## config.mk

```make
export PLATFORM = sky130hd
export DESIGN_NAME = cond_issue_stage
export DESIGN_NICKNAME = d
export VERILOG_FILES = /design/src/rtl/cond_pkg.sv /design/src/rtl/cond_eval.sv /design/src/rtl/cond_issue_stage.sv
export SDC_FILE = /design/constraint.sdc
export NUM_CORES = 1
export LEC_CHECK = 0
export CAP_MARGIN = 40
export CORE_MARGIN = 2
export CORE_UTILIZATION = 30
export CTS_CLUSTER_DIAMETER = 40
export DETAILED_ROUTE_END_ITERATION = 8
export HOLD_SLACK_MARGIN = 0.1
export RECOVER_POWER = 50
export SETUP_SLACK_MARGIN = 0.3
export SYNTH_ARGS = -nofsm -noshare
export SYNTH_HDL_FRONTEND = slang
export SYNTH_HIERARCHICAL = 1
export SYNTH_SLANG_ARGS = --single-unit
```

## constraint.sdc

```tcl
create_clock -name clk -period 2.9 [get_ports clk]
set_clock_uncertainty 0.05 [all_clocks]
set_input_delay 0.435 -clock clk [delete_from_list [all_inputs] [get_ports clk]]
set_output_delay 0.435 -clock clk [all_outputs]
set_load 0.01 [all_outputs]
```

## src/rtl/cond_pkg.sv

```systemverilog
// Shared definitions for the conditional issue stage.
//   - 4-bit ARM condition codes (instruction bits [31:28])
//   - issue-stage FSM state type
//   - bit positions of N/Z/C/V inside a packed {N,Z,C,V} flag vector
package cond_pkg;

  localparam logic [3:0] COND_EQ = 4'h0;
  localparam logic [3:0] COND_NE = 4'h1;
  localparam logic [3:0] COND_CS = 4'h2;
  localparam logic [3:0] COND_CC = 4'h3;
  localparam logic [3:0] COND_MI = 4'h4;
  localparam logic [3:0] COND_PL = 4'h5;
  localparam logic [3:0] COND_VS = 4'h6;
  localparam logic [3:0] COND_VC = 4'h7;
  localparam logic [3:0] COND_HI = 4'h8;
  localparam logic [3:0] COND_LS = 4'h9;
  localparam logic [3:0] COND_GE = 4'hA;
  localparam logic [3:0] COND_LT = 4'hB;
  localparam logic [3:0] COND_GT = 4'hC;
  localparam logic [3:0] COND_LE = 4'hD;
  localparam logic [3:0] COND_AL = 4'hE;
  localparam logic [3:0] COND_NV = 4'hF;

  typedef enum logic [1:0] {
    ST_EMPTY,
    ST_EVAL,
    ST_VALID
  } state_e;

  localparam int unsigned FLAG_N = 3;
  localparam int unsigned FLAG_Z = 2;
  localparam int unsigned FLAG_C = 1;
  localparam int unsigned FLAG_V = 0;

endpackage

```

## src/rtl/cond_eval.sv

```systemverilog
// Combinational ARM condition-code evaluator.
//   cond  [3:0] : condition field of the instruction
//   flags [3:0] : {N,Z,C,V}
//   pass        : 1 when the instruction should execute
module cond_eval
  import cond_pkg::*;
(
  input  logic [3:0] cond,
  input  logic [3:0] flags,
  output logic       pass
);

  logic n, z, c, v;

  always_comb begin
    n = flags[FLAG_N];
    z = flags[FLAG_Z];
    c = flags[FLAG_C];
    v = flags[FLAG_V];
    pass = 1'b0;
    unique case (cond)
      COND_EQ: pass = z;
      COND_NE: pass = !z;
      COND_CS: pass = c;
      COND_CC: pass = !c;
      COND_MI: pass = n;
      COND_PL: pass = !n;
      COND_VS: pass = v;
      COND_VC: pass = !v;
      COND_HI: pass = c & !z;
      COND_LS: pass = !c | z;
      COND_GE: pass = (n == v);
      COND_LT: pass = (n != v);
      COND_GT: pass = !z & (n == v);
      COND_LE: pass = z | (n != v);
      COND_AL: pass = 1'b1;
      COND_NV: pass = 1'b0;
      default: pass = 1'b0;
    endcase
  end

endmodule

```

## src/rtl/cond_issue_stage.sv

```systemverilog
// Decode->execute issue stage that gates each instruction on its ARM cond field.
// Ports:
//   clk, reset_n (sync, active-low), flush (kills held instruction)
//   in_valid/in_ready/in_instr/in_sets_flags   : upstream handshake
//   flag_c/z/n/v                                : architectural flags
//   fwd_valid/fwd_flags {N,Z,C,V}               : newest in-flight writer's flags
//   fr_ld                                       : flag register load, retires one writer
//   out_valid/out_ready/out_instr/out_exec/out_sets_flags : downstream handshake
//   pending                                     : in-flight flag writers
module cond_issue_stage
  import cond_pkg::*;
#(
  parameter  int unsigned MAX_PEND = 3,
  localparam int unsigned CW       = $clog2(MAX_PEND + 1)
) (
  input  logic          clk,
  input  logic          reset_n,
  input  logic          flush,
  input  logic          in_valid,
  output logic          in_ready,
  input  logic [31:0]   in_instr,
  input  logic          in_sets_flags,
  input  logic          flag_c,
  input  logic          flag_z,
  input  logic          flag_n,
  input  logic          flag_v,
  input  logic          fwd_valid,
  input  logic [3:0]    fwd_flags,
  input  logic          fr_ld,
  output logic          out_valid,
  input  logic          out_ready,
  output logic [31:0]   out_instr,
  output logic          out_exec,
  output logic          out_sets_flags,
  output logic [CW-1:0] pending
);

  localparam logic [CW-1:0] PEND_MAX = CW'(MAX_PEND);
  localparam logic [CW-1:0] PEND_ONE = CW'(1);

  state_e        state_q, state_d;
  logic [31:0]   instr_q, instr_d;
  logic          sets_q, sets_d;
  logic          exec_q, exec_d;
  logic          osf_q, osf_d;
  logic [CW-1:0] pending_q, pending_d;

  logic [3:0] flags_sel;
  logic       flag_free, resolved, pass, sat, accept, handoff, inc;

  cond_eval u_cond_eval (
    .cond  (instr_q[31:28]),
    .flags (flags_sel),
    .pass  (pass)
  );

  always_comb begin
    flag_free = (instr_q[31:28] == COND_AL) || (instr_q[31:28] == COND_NV);
    flags_sel = {flag_n, flag_z, flag_c, flag_v};
    resolved  = 1'b1;
    if (pending_q == '0) begin
      flags_sel = {flag_n, flag_z, flag_c, flag_v};
    end else if (pending_q == PEND_ONE && fwd_valid) begin
      flags_sel = fwd_flags;
    end else begin
      resolved = flag_free;
    end
    sat      = sets_q && pass && (pending_q == PEND_MAX);
    in_ready = reset_n && !flush &&
               (state_q == ST_EMPTY || (state_q == ST_VALID && out_ready));
    accept   = in_valid && in_ready;
    handoff  = (state_q == ST_VALID) && out_ready && !flush;
    inc      = handoff && osf_q;
  end

  always_comb begin
    state_d = state_q;
    instr_d = instr_q;
    sets_d  = sets_q;
    exec_d  = exec_q;
    osf_d   = osf_q;
    unique case (state_q)
      ST_EMPTY: begin
        if (accept) begin
          instr_d = in_instr;
          sets_d  = in_sets_flags;
          state_d = ST_EVAL;
        end
      end
      ST_EVAL: begin
        if (resolved && !sat) begin
          exec_d  = pass;
          osf_d   = sets_q && pass;
          state_d = ST_VALID;
        end
      end
      ST_VALID: begin
        if (out_ready) begin
          if (accept) begin
            instr_d = in_instr;
            sets_d  = in_sets_flags;
            state_d = ST_EVAL;
          end else begin
            state_d = ST_EMPTY;
          end
        end
      end
      default: state_d = ST_EMPTY;
    endcase
    // flush overrides any handoff decided above
    if (flush) begin
      state_d = ST_EMPTY;
      exec_d  = 1'b0;
      osf_d   = 1'b0;
    end
  end

  // simultaneous handoff of a writer and a retire leaves the count unchanged
  always_comb begin
    pending_d = pending_q;
    if (inc && !fr_ld && pending_q != PEND_MAX) begin
      pending_d = pending_q + PEND_ONE;
    end else if (!inc && fr_ld && pending_q != '0) begin
      pending_d = pending_q - PEND_ONE;
    end
  end

  always_ff @(posedge clk) begin
    if (!reset_n) begin
      state_q   <= ST_EMPTY;
      instr_q   <= '0;
      sets_q    <= 1'b0;
      exec_q    <= 1'b0;
      osf_q     <= 1'b0;
      pending_q <= '0;
    end else begin
      state_q   <= state_d;
      instr_q   <= instr_d;
      sets_q    <= sets_d;
      exec_q    <= exec_d;
      osf_q     <= osf_d;
      pending_q <= pending_d;
    end
  end

  assign out_valid      = (state_q == ST_VALID);
  assign out_instr      = instr_q;
  assign out_exec       = exec_q;
  assign out_sets_flags = osf_q;
  assign pending        = pending_q;

endmodule

```

**Word-level counts from Yosys, hierarchy flattened**

Index checks and enable logic that the tools add are counted.

- Bits in registers: 39
- Output and inout port bits: 38
- Word-level logic and storage cells: 90

- Add/subtract/negate cells: 2
- Equal/unequal tests: 25
- Mux-type cells: 18
- Bitwise gates (word level): 5
- Reduce and logical (&&, ||, !) cells: 34

Operator list:

| kind | count |
|---|---|
| $mux W32 | 2 |
| $pmux W32 S2 | 1 |
| $eq A4 B4 Y1 const B | 8 |
| $eq A4 B3 Y1 const B | 4 |
| $pmux W1 S16 | 1 |
| $logic_and A1 B1 Y1 | 14 |
| $mux W2 | 5 |
| $eq A4 B2 Y1 const B | 2 |
| $logic_not A1 Y1 | 8 |
| $mux W4 | 2 |
| $ne A2 B2 Y1 const B | 3 |
| $pmux W2 S3 | 1 |
| $reduce_bool A2 Y1 | 3 |
| $mux W1 | 5 |
| $eq A2 B1 Y1 const B | 2 |
| $eq A2 B2 Y1 const B | 2 |
| $eq A4 B1 Y1 const B | 1 |
| $logic_not A2 Y1 | 2 |
| $logic_not A4 Y1 | 1 |
| $reduce_and A2 Y1 | 2 |
| $reduce_and A3 Y1 | 1 |
| $add A2 B1 Y2 const B | 1 |
| $and A1 B1 Y1 | 2 |
| $logic_or A1 B1 Y1 | 2 |
| 8 further kinds | 9 |

**Depth between registers and ports, before layout**

- Depth after elaboration: 13
- Mapped depth: 13

**By module**

The synthesis kept the hierarchy.

By module, submodules not included:

| module | times used | cells an instance | area an instance (sq um) |
|---|---|---|---|
| cond_issue_stage | 1 | 158 | 1,749.2 |
| cond_eval | 1 | 23 | 155.1 |

**Least setup slack after synthesis**

No wires, ideal clock.

- Path type: reg2reg
- Start: register pending_q[0] (netlist: pending[0])
- End: register exec_q (netlist: out_exec)
- Library setup time: 0.114 ns
- Arrival: 2.776 ns
- Setup slack: -0.040 ns
- Cell stages (with the launch flop): 14
- Clock period less this slack: 2.940 ns
- Cells stage by stage: dfxtp_1 > inv_1 > ha_1 > nand3b_1 > mux2_2 > xor2_1 > xor2_1 > a2111oi_1 > a311oi_1 > o22ai_1 > and2_1 > a221oi_2 > mux2i_1 > nor2_1

- Cells in the longest elaborated chain, start to end: 12
- Elaborated cells between the ends (all ways): 24
- Those cells by class: 4 x eq/ne; 5 x mux; 4 x bitwise; 11 x reduce/logical

Ends and longest elaborated chain:

| item | line | RTL |
|---|---|---|
| from (decl) | cond_issue_stage.sv:46 | `logic [CW-1:0] pending_q, pending_d;` |
| from (signal assigned) | cond_issue_stage.sv:142 | `pending_q <= pending_d;` |
| $eq A2 B1 Y1 | cond_issue_stage.sv:63 | `end else if (pending_q == PEND_ONE && fwd_valid) begin` |
| $logic_and A1 B1 Y1 | cond_issue_stage.sv:63 |  |
| $mux W4 | cond_issue_stage.sv:63 |  |
| $mux W4 (*) | cond_issue_stage.sv:61 | `if (pending_q == '0) begin` |
| net flags_sel[3] | cond_issue_stage.sv:48 | `logic [3:0] flags_sel;` |
| $ne A1 B1 Y1 or $eq A1 B1 Y1 (tied branches) | - |  |
| $or A1 B1 Y1 or $and A1 B1 Y1 (tied branches) | cond_eval.sv:35, cond_eval.sv:34 |  |
| $pmux W1 S16 (*) | cond_eval.sv:21 | `unique case (cond)` |
| net pass | cond_issue_stage.sv:49 | `logic flag_free, resolved, pass, sat, accept, handoff, inc;` |
| $logic_and A1 B1 Y1 (2 in a row) | cond_issue_stage.sv:68 | `sat = sets_q && pass && (pending_q == PEND_MAX);` |
| $logic_not A1 Y1 | cond_issue_stage.sv:91 | `if (resolved && !sat) begin` |
| $logic_and A1 B1 Y1 | cond_issue_stage.sv:91 |  |
| $reduce_and A2 Y1 (no source line) | - |  |
| to (signal assigned) | cond_issue_stage.sv:133 | `exec_q <= 1'b0;` |
| to (signal assigned) | cond_issue_stage.sv:140 | `exec_q <= exec_d;` |
| to (decl) | cond_issue_stage.sv:44 | `logic exec_q, exec_d;` |

Mark *: on every way through the listed nets, which the timed path passes. The rest lies on a longest branch.
A chain may end at the register's enable or synchronous reset.

**Final worst setup path**

- Start: register pending_q[0] (netlist: pending[0])
- End: register osf_q (netlist: out_sets_flags)

- Cells in the longest elaborated chain, start to end: 12
- Elaborated cells between the ends (all ways): 24
- Those cells by class: 4 x eq/ne; 5 x mux; 4 x bitwise; 11 x reduce/logical

Ends and longest elaborated chain:

| item | line | RTL |
|---|---|---|
| $eq A2 B1 Y1 | cond_issue_stage.sv:63 |  |
| $logic_and A1 B1 Y1 | cond_issue_stage.sv:63 |  |
| $mux W4 | cond_issue_stage.sv:63 |  |
| $mux W4 (*) | cond_issue_stage.sv:61 |  |
| net flags_sel[3] | cond_issue_stage.sv:48 |  |
| $ne A1 B1 Y1 or $eq A1 B1 Y1 (tied branches) | - |  |
| $or A1 B1 Y1 or $and A1 B1 Y1 (tied branches) | cond_eval.sv:35, cond_eval.sv:34 |  |
| $pmux W1 S16 (*) | cond_eval.sv:21 |  |
| net pass | cond_issue_stage.sv:49 |  |
| $logic_and A1 B1 Y1 (*) | cond_issue_stage.sv:68, cond_issue_stage.sv:93 |  |
| $logic_and A1 B1 Y1 | cond_issue_stage.sv:68 |  |
| $logic_not A1 Y1 | cond_issue_stage.sv:91 |  |
| $logic_and A1 B1 Y1 | cond_issue_stage.sv:91 |  |
| $reduce_and A2 Y1 (no source line) | - |  |
| to (signal assigned) | cond_issue_stage.sv:141 | `osf_q <= osf_d;` |
| to (decl) | cond_issue_stage.sv:45 | `logic osf_q, osf_d;` |

Marks and branches as above.

==> metrics.txt <==
full die area 0.00700 mm²; dominant synthesized flop cell dfxtp_1; TritonCTS clock tree built; area share of the largest cell type after synthesis 0.410; count leader, synth dfxtp_1; fin nets between 300 and 400; CP Launch Type flop; Slew @ Worst Pin 0.522 ns; Worst Path Max Fanout 3; status finished with violations; antenna violations before repair 0; DRT iter0 DRCs 29; CP Capture Type flop; Finish-stage setup viols 1; worst-path cell chain inv_4 -> ha_4 -> nand3b_1 -> mux2_4 -> xor2_4 -> xor2_1 -> a2111oi_1 -> a311oi_1 -> o22ai_1 -> and2_4 -> a221oi_4 -> mux2i_1 -> nor2_1; Place WS -0.403 ns; vias in the first global route 1567; crit path launch pending[0]; Crit path max-delay family compound AO/OA/AOI/OAI gates; min-delay src out_instr[7]; Die H 83.7 µm; # hold bufs at CTS 0; worst relative slew slack 0.650; largest family of logic cells by synthesized area multiplexers; Initial Utilization 0.305; DR vias 1579; first-pass detailed-route iteration total 4; RR Startpoint pending[0]; Post-Synth XOR/XNOR Area 0.0184; CTS H-Tree Depth 2; total gr overflow 0; pin count of the biggest net entering global routing 37; area of the mapped netlist 0.00190 mm²; FP Rows 29; #FFs+latches synth 39; Fin Hold WS about 0.46 ns; minimum clock period 2.90 ns; mean routed wirelength per cell between 10 and 15 µm; Final period util 1.00; Post-synth top cells dfxtp_1, mux2i_1, nor2b_1; Bufs and invs on worst path 1; Crit-path slowest cell mux2_4; Clock Pin Slew Worst Setup and Hold Paths around 0.080 ns; setup TNS -0.00169 ns; crit-path max cell delay 0.38 ns; Root Driver clkbuf_8; RSZ-0062 raised after global routing yes; worst hold path type reg -> reg; post-synthesis async set-or-reset flop share 0; routed wire length 4390 µm; ranking of synthesized cells by area dfxtp_1, mux2i_1, nor2b_1, buf_12, mux2_2; Synth Instances 181; Core Area 0.00624 mm²; reg-to-reg slack, setup -0.002 ns; Max Cap Viol 0; synthesized net count 232; Layout area overhead 58.9%; fillcell total 628; Via density 4.45; DR DRC count 0; post-route ant nets 0; Synth area leader dfxtp_1; Die Wd 83.7 µm; synth warn 6; GRT Total Usage 0.126; Post-synth EDFFs 0; port bufs 85; first-pass GRT wire length 7340 µm; Inserted Clock Buffers 5; multiplexer share of the synthesized area 0.224; syn_area_per_cell 10.5 µm²; num ports 86; Detailed Place HPWL 3150 µm; VDD IR max 0.000179 V; Worst Path Required 3.04 ns; Final Core Density 0.485; PwrDens roughly 400 mW/mm²; adder-cell share of the synthesized area 0.0197; simple-gate share of the synthesized area 0.200; Seq/Total Area, Yosys 0.410; clk sinks 39; worst-case clock buffer depth 2; ANT cells 0; Synth Area in Compound Gates 0.0624; clock latency on the worst-skew pair 0.29 ns; GP Congestion 0.670; WS Path Type reg -> reg; fmax 345 MHz; CP Data Arrival Time about 3.0 ns; Hold Fails Final Rpt 0; failing checks setup timing; post-synth cell types 38; fin worst setup slack -0.00169 ns; leakage 1.18 nW; share of cells above drive strength 1 0.133; pins over their slew limit 0
-- layout by cell type (no fill, tap or decap), types with 3 or more instances in the layout --
cell type	Yosys	layout
clkdlybuf4s50_1	0	51
mux2i_1	37	37
dfxtp_1	39	37
nor2b_1	36	36
dlygate4sd3_1	0	33
buf_4	1	13
nor2_1	9	8
clkbuf_8	0	5
a21oi_1	4	4
nand2b_1	3	3
inv_1	5	3
-- cells by family (layout without fill, tap and decap cells) --
| group | Yosys count | after routing |
|---|---|---|
| simple gates | 62 | 62 |
| mux | 42 | 42 |
| flops | 39 | 39 |
| compound gates | 16 | 16 |
| buf+inv | 15 | 112 |
| xor+xnor | 4 | 4 |
| fa+ha+maj | 3 | 3 |
-- metal layers --
layer,part of all wire,up-vias,global-route usage,routed length (µm)
li1,-,811,-,-
met1,0.45,716,0.158,1980
met2,0.48,46,0.209,2090
met3,0.060,6,0.0356,265
met4,0.013,0,0.0396,58
met5,0,-,0,0
-- metrics by stage --
stage               cell area (µm²)  power [W]  std cells
floorplan                      1960   0.000728        181
global placement               2880   0.000861        341
detailed placement             2880   0.000862        341
CTS                            3010    0.00125        355
global route                   3030    0.00128        355
finish                         3030    0.00122        355
-- layout make-up --
cell class,count,area [µm²],share of cell area
Multi-Input combinational cell,127,1070,0.353
Clock inverter,2,11.3,0.00372
Clock buffer,6,72.6,0.0240
Timing Repair Buffer,99,967,0.320
Sequential cell,39,788,0.261
Inverter,5,21.3,0.00703
Tap cell,77,96.3,0.0318
-- tightest hold or removal path: stages, from the launching register on --
cell and delay, ns:
dfxtp_1 0.32, mux2i_1 0.07, nor2b_1 0.09
-- registers in the layout, indices dropped and copies added (netlist names) --
name	flops
pending	2
out_instr	32
out_sets_flags	1
state_q	2
sets_q	1
out_exec	1
-- power breakdown --
part	total (W)	switching, W	internal, W
logic	0.000284	0.000105	0.000179
clock network	0.000360	0.000191	0.000169
registers	0.000575	0.0000167	0.000558
total	0.00122	0.000313	0.000906
-- timing repair --
item / CTS / global route
gates resized for setup: 2 / 2
endpoints found under the setup margin: 4 / 4
buffers inserted: 6 / 0
pin swaps: 12 / 1
-- path summary, 6_finish.rpt --
kind | end | cells past startpoint
min reg2reg | out_instr[7] | 2
max reg2reg | out_sets_flags | 13
min | out_instr[7] | 2
max | out_sets_flags | 13
Power figures use the tool's default switching activity.
